## config.mk

```make
export PLATFORM = sky130hd
export DESIGN_NAME = apb_slave_interface_flat
export DESIGN_NICKNAME = d
export VERILOG_FILES = /design/src/rtl/apb_slave_interface_pkg.sv /design/src/rtl/apb_slave_interface_if.sv /design/src/rtl/apb_slave_interface_spi_mode_ctrl.sv /design/src/rtl/apb_slave_interface.sv /design/src/flat_wrapper.sv
export SDC_FILE = /design/constraint.sdc
export NUM_CORES = 1
export LEC_CHECK = 0
export CAP_MARGIN = 20
export CORE_ASPECT_RATIO = 0.7
export CORE_MARGIN = 2
export CORE_UTILIZATION = 44
export CTS_BUF_LIST = sky130_fd_sc_hd__clkbuf_4
export DETAILED_ROUTE_END_ITERATION = 10
export PLACE_DENSITY = 0.78
export SETUP_SLACK_MARGIN = 0.1
export SYNTH_ARGS = -nofsm -noshare
export SYNTH_HDL_FRONTEND = slang
export SYNTH_SLANG_ARGS = --single-unit
```

## constraint.sdc

```tcl
create_clock -name PCLK -period 1.7 [get_ports PCLK]
set_clock_uncertainty 0.05 [all_clocks]
set_input_delay 0.255 -clock PCLK [delete_from_list [all_inputs] [get_ports PCLK]]
set_output_delay 0.255 -clock PCLK [all_outputs]
set_load 0.01 [all_outputs]
```

## src/rtl/apb_slave_interface_pkg.sv

```systemverilog
// Shared types and constants for the SPI APB slave front-end:
// bus FSM states, SPI power modes, register addresses, reset values, write masks.
package spi_apb_pkg;

  typedef enum logic [1:0] {
    APB_IDLE   = 2'b00,
    APB_SETUP  = 2'b01,
    APB_ENABLE = 2'b10
  } apb_state_e;

  typedef enum logic [1:0] {
    MODE_RUN  = 2'b00,
    MODE_WAIT = 2'b01,
    MODE_STOP = 2'b10
  } spi_mode_e;

  localparam logic [2:0] ADDR_CR1 = 3'd0;
  localparam logic [2:0] ADDR_CR2 = 3'd1;
  localparam logic [2:0] ADDR_BR  = 3'd2;
  localparam logic [2:0] ADDR_SR  = 3'd3;
  localparam logic [2:0] ADDR_DR  = 3'd5;

  localparam logic [7:0] CR1_RST = 8'h04;
  localparam logic [7:0] CR2_RST = 8'h00;
  localparam logic [7:0] BR_RST  = 8'h00;
  localparam logic [7:0] DR_RST  = 8'h00;

  localparam logic [7:0] CR1_MASK = 8'hFF;
  localparam logic [7:0] CR2_MASK = 8'h1B;
  localparam logic [7:0] BR_MASK  = 8'h77;

endpackage

```

## src/rtl/apb_slave_interface_if.sv

```systemverilog
// APB3 bus bundle between the host master and the SPI register front-end.
interface apb_if;
  logic       PSEL;
  logic       PENABLE;
  logic       PWRITE;
  logic [2:0] PADDR;
  logic [7:0] PWDATA;
  logic [7:0] PRDATA;
  logic       PREADY;
  logic       PSLVERR;

  modport master (
    output PSEL, PENABLE, PWRITE, PADDR, PWDATA,
    input  PRDATA, PREADY, PSLVERR
  );

  modport slave (
    input  PSEL, PENABLE, PWRITE, PADDR, PWDATA,
    output PRDATA, PREADY, PSLVERR
  );
endinterface

```

## src/rtl/apb_slave_interface_spi_mode_ctrl.sv

```systemverilog
// SPI power-mode tracker: stop until enabled, then run or wait depending
// on whether the block should idle while the CPU is in wait.
module spi_mode_ctrl
  import spi_apb_pkg::*;
(
  input  logic      PCLK,
  input  logic      PRESETn,
  input  logic      spe,
  input  logic      spiswai,
  output spi_mode_e spi_mode
);

  spi_mode_e mode_q, mode_d;

  // Next-mode decision from the enable and wait-stop control bits.
  always_comb begin
    mode_d = mode_q;
    unique case (mode_q)
      MODE_STOP: if (spe) mode_d = spiswai ? MODE_WAIT : MODE_RUN;
      MODE_RUN: begin
        if (!spe)        mode_d = MODE_STOP;
        else if (spiswai) mode_d = MODE_WAIT;
      end
      MODE_WAIT: begin
        if (!spe)         mode_d = MODE_STOP;
        else if (!spiswai) mode_d = MODE_RUN;
      end
      default: mode_d = MODE_STOP;
    endcase
  end

  // Mode register; reset parks the block in stop.
  always_ff @(posedge PCLK or posedge PRESETn) begin
    if (PRESETn) mode_q <= MODE_STOP;
    else         mode_q <= mode_d;
  end

  assign spi_mode = mode_q;

endmodule

```

## src/rtl/apb_slave_interface.sv

```systemverilog
// APB3 slave front-end of the SPI controller: bus handshake FSM, the
// CR1/CR2/BR/SR/DR register file, TX/RX byte hand-off and interrupt request.
module apb_slave_interface
  import spi_apb_pkg::*;
(
  input  logic        PCLK,
  input  logic        PRESETn,   // active-high despite the name
  apb_if.slave        bus,
  input  logic        ss,
  input  logic        receive_data,
  input  logic        tip,
  input  logic [7:0]  miso_data,
  output logic        mstr,
  output logic        cpol,
  output logic        cpha,
  output logic        lsbfe,
  output logic        spiswai,
  output logic [2:0]  sppr,
  output logic [2:0]  spr,
  output logic [1:0]  spi_mode,
  output logic        spi_interrupt_request,
  output logic        send_data,
  output logic [7:0]  mosi_data
);

  apb_state_e state_q, state_d;
  spi_mode_e  mode;
  logic [7:0] cr1_q, cr1_d, cr2_q, cr2_d, br_q, br_d, dr_q, dr_d;
  logic [7:0] mosi_q, mosi_d;
  logic       spif_q, spif_d, sptef_q, sptef_d;
  logic       tx_pend_q, tx_pend_d, send_q, send_d;
  logic       wr_en, rd_en, modf, not_stop;
  logic [7:0] sr;

  // APB handshake next-state; no wait states are ever inserted.
  always_comb begin
    state_d = APB_IDLE;
    unique case (state_q)
      APB_IDLE:   state_d = (bus.PSEL && !bus.PENABLE) ? APB_SETUP : APB_IDLE;
      APB_SETUP: begin
        if (bus.PSEL && bus.PENABLE)  state_d = APB_ENABLE;
        else if (bus.PSEL)            state_d = APB_SETUP;
        else                          state_d = APB_IDLE;
      end
      APB_ENABLE: state_d = bus.PSEL ? APB_SETUP : APB_IDLE;
      default:    state_d = APB_IDLE;
    endcase
  end

  assign wr_en       = bus.PWRITE && (state_q == APB_ENABLE);
  assign rd_en       = !bus.PWRITE && (state_q == APB_ENABLE);
  assign bus.PREADY  = (state_q == APB_ENABLE);
  assign bus.PSLVERR = (state_q == APB_ENABLE) && tip;

  assign not_stop = (mode != MODE_STOP);
  assign modf     = ~ss & cr1_q[4] & cr2_q[4] & ~cr1_q[1];
  assign sr       = {spif_q, 1'b0, sptef_q, modf, 4'b0000};

  // Register-file update. Order matters: a TX launch is overridden by a
  // same-cycle DR write (which re-arms it), receive beats the read-clear of
  // spif, and a host DR write beats an incoming byte.
  always_comb begin
    cr1_d     = cr1_q;
    cr2_d     = cr2_q;
    br_d      = br_q;
    dr_d      = dr_q;
    spif_d    = spif_q;
    sptef_d   = sptef_q;
    tx_pend_d = tx_pend_q;
    mosi_d    = mosi_q;
    send_d    = 1'b0;
    if (tx_pend_q && not_stop) begin
      send_d    = 1'b1;
      mosi_d    = dr_q;
      sptef_d   = 1'b1;
      tx_pend_d = 1'b0;
    end
    if (rd_en && bus.PADDR == ADDR_DR) spif_d = 1'b0;
    if (receive_data && not_stop) begin
      dr_d   = miso_data;
      spif_d = 1'b1;
    end
    if (wr_en) begin
      unique case (bus.PADDR)
        ADDR_CR1: cr1_d = bus.PWDATA & CR1_MASK;
        ADDR_CR2: cr2_d = bus.PWDATA & CR2_MASK;
        ADDR_BR:  br_d  = bus.PWDATA & BR_MASK;
        ADDR_DR: begin
          dr_d      = bus.PWDATA;
          sptef_d   = 1'b0;
          tx_pend_d = 1'b1;
        end
        default: ;
      endcase
    end
  end

  // State and register flops; reset drops everything at once, mid-transfer included.
  always_ff @(posedge PCLK or posedge PRESETn) begin
    if (PRESETn) begin
      state_q   <= APB_IDLE;
      cr1_q     <= CR1_RST;
      cr2_q     <= CR2_RST;
      br_q      <= BR_RST;
      dr_q      <= DR_RST;
      spif_q    <= 1'b0;
      sptef_q   <= 1'b1;
      tx_pend_q <= 1'b0;
      send_q    <= 1'b0;
      mosi_q    <= 8'h00;
    end else begin
      state_q   <= state_d;
      cr1_q     <= cr1_d;
      cr2_q     <= cr2_d;
      br_q      <= br_d;
      dr_q      <= dr_d;
      spif_q    <= spif_d;
      sptef_q   <= sptef_d;
      tx_pend_q <= tx_pend_d;
      send_q    <= send_d;
      mosi_q    <= mosi_d;
    end
  end

  // Read mux, only driven during a read ENABLE cycle.
  always_comb begin
    bus.PRDATA = 8'h00;
    if (rd_en) begin
      unique case (bus.PADDR)
        ADDR_CR1: bus.PRDATA = cr1_q;
        ADDR_CR2: bus.PRDATA = cr2_q;
        ADDR_BR:  bus.PRDATA = br_q;
        ADDR_SR:  bus.PRDATA = sr;
        ADDR_DR:  bus.PRDATA = dr_q;
        default:  bus.PRDATA = 8'h00;
      endcase
    end
  end

  spi_mode_ctrl u_mode (
    .PCLK     (PCLK),
    .PRESETn  (PRESETn),
    .spe      (cr1_q[6]),
    .spiswai  (cr2_q[1]),
    .spi_mode (mode)
  );

  assign spi_mode  = mode;
  assign mstr      = cr1_q[4];
  assign cpol      = cr1_q[3];
  assign cpha      = cr1_q[2];
  assign lsbfe     = cr1_q[0];
  assign spiswai   = cr2_q[1];
  assign sppr      = br_q[6:4];
  assign spr       = br_q[2:0];
  assign send_data = send_q;
  assign mosi_data = mosi_q;
  assign spi_interrupt_request = (cr1_q[7] & (spif_q | modf)) | (cr1_q[5] & sptef_q);

endmodule

```

## src/flat_wrapper.sv

```systemverilog
// flat-port wrapper written by rule: the top's interface ports become plain ports
module apb_slave_interface_flat import spi_apb_pkg::*;
  (PCLK, PRESETn, ss, receive_data, tip, miso_data, mstr, cpol, cpha, lsbfe, spiswai, sppr, spr, spi_mode, spi_interrupt_request, send_data, mosi_data, bus_PSEL, bus_PENABLE, bus_PWRITE, bus_PADDR, bus_PWDATA, bus_PRDATA, bus_PREADY, bus_PSLVERR);
  apb_if bus_i ();
  input  logic PCLK;
  input  logic PRESETn;
  input  logic ss;
  input  logic receive_data;
  input  logic tip;
  input  logic [7:0] miso_data;
  output logic mstr;
  output logic cpol;
  output logic cpha;
  output logic lsbfe;
  output logic spiswai;
  output logic [2:0] sppr;
  output logic [2:0] spr;
  output logic [1:0] spi_mode;
  output logic spi_interrupt_request;
  output logic send_data;
  output logic [7:0] mosi_data;
  input wire logic [$bits(bus_i.PSEL)-1:0] bus_PSEL;
  input wire logic [$bits(bus_i.PENABLE)-1:0] bus_PENABLE;
  input wire logic [$bits(bus_i.PWRITE)-1:0] bus_PWRITE;
  input wire logic [$bits(bus_i.PADDR)-1:0] bus_PADDR;
  input wire logic [$bits(bus_i.PWDATA)-1:0] bus_PWDATA;
  output wire logic [$bits(bus_i.PRDATA)-1:0] bus_PRDATA;
  output wire logic [$bits(bus_i.PREADY)-1:0] bus_PREADY;
  output wire logic [$bits(bus_i.PSLVERR)-1:0] bus_PSLVERR;
  assign bus_i.PSEL = bus_PSEL;
  assign bus_i.PENABLE = bus_PENABLE;
  assign bus_i.PWRITE = bus_PWRITE;
  assign bus_i.PADDR = bus_PADDR;
  assign bus_i.PWDATA = bus_PWDATA;
  assign bus_PRDATA = bus_i.PRDATA;
  assign bus_PREADY = bus_i.PREADY;
  assign bus_PSLVERR = bus_i.PSLVERR;
  apb_slave_interface u_core (.PCLK(PCLK), .PRESETn(PRESETn), .bus(bus_i), .ss(ss), .receive_data(receive_data), .tip(tip), .miso_data(miso_data), .mstr(mstr), .cpol(cpol), .cpha(cpha), .lsbfe(lsbfe), .spiswai(spiswai), .sppr(sppr), .spr(spr), .spi_mode(spi_mode), .spi_interrupt_request(spi_interrupt_request), .send_data(send_data), .mosi_data(mosi_data));
endmodule
```

=== Word-level counts from Yosys, hierarchy flattened ===
Cells that the tools add are included.

* Input bits: 27
* Register bits after elaboration: 42
* Word-level logic and storage cells: 75

* Bitwise operators: 9
* Muxes and demuxes: 25
* Equal/unequal tests: 12
* Reduce and logical (&&, ||, !) cells: 18

{| class="wikitable"
|+ Operator list
! cell !! count
|-
| $pmux W8 S5 || 1
|-
| $mux W8 || 4
|-
| $mux W1 || 12
|-
| $mux W2 || 6
|-
| $pmux W2 S3 || 2
|-
| $logic_and A1 B1 Y1 || 8
|-
| $eq A3 B2 Y1 const B || 2
|-
| $ne A3 B3 Y1 const B || 2
|-
| $reduce_and A2 Y1 || 3
|-
| $and A1 B1 Y1 || 5
|-
| $eq A2 B1 Y1 const B || 2
|-
| $eq A2 B2 Y1 const B || 2
|-
| $logic_not A2 Y1 || 2
|-
| $eq A3 B1 Y1 const B || 1
|-
| $eq A3 B3 Y1 const B || 1
|-
| $logic_not A3 Y1 || 1
|-
| $reduce_and A3 Y1 || 1
|-
| $logic_not A1 Y1 || 2
|-
| $ne A2 B1 Y1 const B || 1
|-
| $ne A2 B2 Y1 const B || 1
|-
| $not A1 Y1 || 2
|-
| $or A1 B1 Y1 || 2
|-
| $reduce_bool A2 Y1 || 1
|}

=== Longest topological paths before layout ===
* Depth after elaboration: 7
* Gate-level depth with buffers: 5
* Depth with buffers taken out: 4

=== Cells and area by module ===
Synthesis repeated with hierarchy kept, for this count alone.

* Cells, all modules: 182
* Area, all modules: 2067.0 um^2

{| class="wikitable"
|+ Modules (own cells, without submodules)
! module !! times used !! sequential area each (um^2) !! cells an instance !! area each (um^2)
|-
| apb_slave_interface || 1 || 1003.5 || 176 || 1998.2
|-
| spi_mode_ctrl || 1 || 51.3 || 6 || 68.8
|}

=== Worst setup path after synthesis ===
No wires, ideal clock.

* Path kind: register to register
* Start: register u_core.state_q[0]
* End: register u_core.cr2_q[0]
* Stages on the path, launching flop included: 4
* Buffers on the path: 0
* Arrival: 1.449 ns
* Slack: 0.076 ns
* Data required time: 1.525 ns
* Cell sequence: dfrtp_1 > nand3b_4 > or4b_4 > mux2_4

* Word-level cells in the longest chain between the ends: 3

{| class="wikitable"
|+ Ends and longest elaborated chain
! item !! line !! RTL
|-
| start: declaration || apb_slave_interface.sv:26 || <nowiki>apb_state_e state_q, state_d;</nowiki>
|-
| start signal: assignment || apb_slave_interface.sv:112 || <nowiki>state_q <= state_d;</nowiki>
|-
| $eq A2 B2 Y1 || apb_slave_interface.sv:50 || <nowiki>assign wr_en = bus.PWRITE && (state_q == APB_ENABLE);</nowiki>
|-
| $logic_and A1 B1 Y1 || apb_slave_interface.sv:50 ||
|-
| $reduce_and A2 Y1 (no source line) || -- ||
|-
| end signal: assignment || apb_slave_interface.sv:114 || <nowiki>cr2_q <= cr2_d;</nowiki>
|-
| end: declaration || apb_slave_interface.sv:28 || <nowiki>logic [7:0] cr1_q, cr1_d, cr2_q, cr2_d, br_q, br_d, dr_q, dr_d;</nowiki>
|}

Every way passes these cells.
A chain may end at the register's enable or synchronous reset.

=== Final worst setup path ===
* Start: register u_core.state_q[0]
* End: output bus_PRDATA[7]

* Word-level cells in the longest chain between the ends: 3

{| class="wikitable"
|+ Ends and longest elaborated chain
! item !! line !! RTL
|-
| $eq A2 B2 Y1 || apb_slave_interface.sv:51 || <nowiki>assign rd_en = !bus.PWRITE && (state_q == APB_ENABLE);</nowiki>
|-
| $logic_and A1 B1 Y1 || apb_slave_interface.sv:51 ||
|-
| $mux W8 || apb_slave_interface.sv:128 || <nowiki>if (rd_en) begin</nowiki>
|-
| end: declaration || flat_wrapper.sv:27 || <nowiki>output wire logic [$bits(bus_i.PRDATA)-1:0] bus_PRDATA;</nowiki>
|}

Every way passes these cells.

==> results.tsv <==
stage	metric	value	unit
job	Max-Cap Viols	0	
route	total wire length	6.20	mm
grt	initial antenna violation count	0	
power_and_ir_drop	overall power	2480	uW
worst_setup_path	kind of critical path	flip-flop to output port	
timing	Worst Hold Margin	0.191	ns
worst_setup_path	crit-path max cell delay	0.40	ns
timing	final setup margin	-0.224	ns
die	I/O Pins	60	
synthesis	main flop type after synthesis	dfrtp_1	
timing	TNS Setup	-2.34	ns
synthesis	synthesized area	0.00207	mm^2
synthesis	Synth Register Bits	42	
worst_hold_path	Hold/Removal Path Class	input pin to async pin	
power_and_ir_drop	sw frac	0.280	
timing	Slew HR	0.791	
timing	Max Fclk	520	MHz
clock_network	Longest Clk Path Bufs	2	
timing	fin. max-slew vios	0	
synthesis	synthesized instance count	180	
worst_setup_path	CP delay by family, top	compound AO/OA/AOI/OAI gates	
clock_network	CTS sink count	42	
timing	RSZ-0062 raised after global routing	true	
die	Initial Util	0.468	
route	first drt pass iteration count	4	
power_and_ir_drop	internal cell power	1790	uW
clock_network	clk_lat worst skew	0.36	ns
grt	first-pass GRT wire length	9.67	mm
timing	Final Critical Period	1.92	ns
die	area of the die	0.00528	mm^2
final_layout	Syn-to-layout area delta	59.7	%
clock_network	Worst-path clk slew	0.14	ns
clock_network	htree depth	2	
die	num rows	20	
route	vias per cell	5.55	
die	die height	61.4	um
run_status	failing checks	setup timing	
grt	grt total ovfl	0	
final_layout	ant diodes	0	
power_and_ir_drop	power share of the combinational group	0.235	
final_layout	nets	319	
clock_network	total CTS buffers	5	
synthesis	Avg Inst Size Synth	11.5	um^2
placement	HPWL after detailed placement	4.17	mm
final_layout	layout cell share with drive strength beyond 1	0.451	
die	die width	86.0	um
clock_network	TritonCTS clock tree	yes	
placement	port bufs	59	
worst_setup_path	Setup crit start kind	flip-flop	
worst_setup_path	CP Buf/Inv Count	2	
power_and_ir_drop	Switch Pwr	696	uW
power_and_ir_drop	Pleak	0.00166	uW
power_and_ir_drop	Max rail drop VDD	0.463	mV
worst_setup_path	Critical Path AT	1.62	ns
timing	setup violation total in the final timing report	21	
synthesis	YS warnings	0	
timing	endpoints failing hold	0	
synthesis	Yosys cell types	38	
grt	largest net degree at the start of global routing	43	
grt	gr usage total	0.245	
run_status	run status	finished, violations left	
worst_setup_path	Critical-path top delay cell	dfrtp_1	
worst_setup_path	Critical Path RT	1.39	ns
route	DRC errors left	0	
timing	Slew @ Worst Pin	0.311	ns
die	Core Area	0.00443	mm^2
worst_setup_path	crit path cell chain	nand2b_4 > a211o_4 > buf_6 > a21oi_2 > buf_2	
worst_setup_path	Crit Path Max Fanout	8	
timing	final period utilization	1.13	
clock_network	CTS Hold Bufs	0	
route	via count	1933	
clock_network	clk root buf	clkbuf_4	
route	initial DRC count	131	
synthesis	synthesized net count	207	
synthesis	post-synthesis sequential area ratio	0.509	
worst_setup_path	Setup crit end kind	output port	
power_and_ir_drop	Clk pwr share	0.258	
synthesis	Async SR Flop Fraction	1.00	
route	WL/cell	17.8	um
placement	GP Congestion	0.891	
power_and_ir_drop	P per Cell Area	751	mW/mm^2
power_and_ir_drop	sequential power share	0.507	
synthesis	Post-synth EDFFs	0	
grt	vias in the first global route	1968	
route	Final ANT Viol Nets	0	
-- metal layers --
layer  GRT usage  part of all wire  vias to the layer above
met5           0                 0                        -
met4      0.0680             0.011                        0
met3      0.0483             0.048                       11
met2       0.416              0.49                       58
met1       0.328              0.45                      975
li1            -                 -                      889
-- cell families (layout without fill, tap and decap cells) --
| family | count (synthesis) | count (layout) | synth area share |
|---|---|---|---|
| buf+inv | 12 | 125 | 0.0236 |
| compound gates | 34 | 34 | 0.102 |
| mux | 34 | 34 | 0.190 |
| simple gates | 58 | 58 | 0.175 |
| flops | 42 | 42 | 0.509 |
-- state kept, by name, indices dropped and copies added, names as in the netlist --
| register | cells |
|---|---|
| u_core.br_q | 6 |
| u_core.cr1_q | 8 |
| u_core.cr2_q | 4 |
| u_core.dr_q | 8 |
| u_core.mosi_data | 8 |
| u_core.send_data | 1 |
| u_core.spif_q | 1 |
| u_core.sptef_q | 1 |
| u_core.state_q | 2 |
| u_core.tx_pend_q | 1 |
| u_core.u_mode.spi_mode | 2 |
-- synth_stat cells (4+ instances only) --
library cell	number	area (um^2)
nand3_1	12	60.1
a31oi_1	9	56.3
a21oi_1	4	20.0
nor2_1	5	18.8
inv_1	4	15.0
nor3_1	9	45.0
dfrtp_1	39	976
mux2_4	4	60.1
mux2_2	27	304
nand2_1	10	37.5
o21ai_0	11	55.1
-- placed cells by master, fill, tap and decap left out, types with 2 or more instances in the layout --
cell type / count
dlymetal6s2s_1: 4
dlygate4sd2_1: 14
buf_6: 10
nand2_1: 9
clkinv_2: 2
inv_1: 3
or3b_4: 2
mux2i_1: 3
nand3b_1: 3
mux2_2: 18
buf_4: 45
buf_2: 9
and3b_1: 2
mux2_4: 13
nor2_1: 2
nor3_2: 2
a21oi_2: 3
dfrtp_1: 39
o21ai_0: 10
nand3_1: 12
dfstp_2: 3
o21a_1: 3
clkbuf_4: 5
clkdlybuf4s50_1: 29
a31oi_1: 9
nand2b_1: 2
nor2_4: 2
nor3_1: 7
a22oi_2: 2
-- repair_timing --
action	CTS	global route
endpoints found under the setup margin	42	42
pin swaps	10	4
buffers inserted	12	2
gates resized for setup	96	13
-- stage by stage --
stage | setup slack, ns | instance area, um^2 | utilization | instances
final | -0.224 | 3310 | 0.747 | 348
after global routing | -0.298 | 3310 | 0.747 | 348
after CTS | -0.223 | 3260 | 0.735 | 346
after detailed placement | -0.779 | 3010 | 0.679 | 326
after global placement | -0.715 | 3010 | 0.679 | 326
after floorplan | 0.0758 | 2070 | - | 180
-- cell type report --
class                   count  area (um^2)
clock buffers               5         37.5
well taps                  55         68.8
repair buffers            113          988
multi-input cells         126         1100
flip-flops and latches     42         1050
fillers                   292         1120
clock inverters             3         40.0
inverters                   4         17.5
-- path summary, 6_finish.rpt --
| path | start | end | slack (ns) | cells past startpoint |
|---|---|---|---|---|
| max | u_core.state_q[0] | bus_PRDATA[7] | -0.22 | 5 |
| min | PRESETn | u_core.cr1_q[5] | 0.19 | 3 |
| max reg2reg | u_core.state_q[0] | u_core.cr2_q[1] | -0.11 | 5 |
| min reg2reg | u_core.tx_pend_q | u_core.tx_pend_q | 0.46 | 2 |
| max in group asynchronous | PRESETn | u_core.cr1_q[2] | 1.13 | 3 |
| min in group PCLK | bus_PSEL | u_core.state_q[0] | 0.41 | 2 |
-- power groups by stage --
stage	clock network (uW)	logic, uW	registers (uW)
global route	689	631	1270
detailed placement	0	538	1270
global placement	0	524	1270
finish	641	584	1260
CTS	646	574	1250
floorplan	0	244	1250
-- worst reg2reg max path: stages, from the launching register on --
cell      delay (ns)
dfrtp_1         0.40
buf_4           0.14
buf_6           0.11
nand3b_4        0.15
or4b_4          0.55
mux2_4          0.32
(Power assumes the default switching activity.)
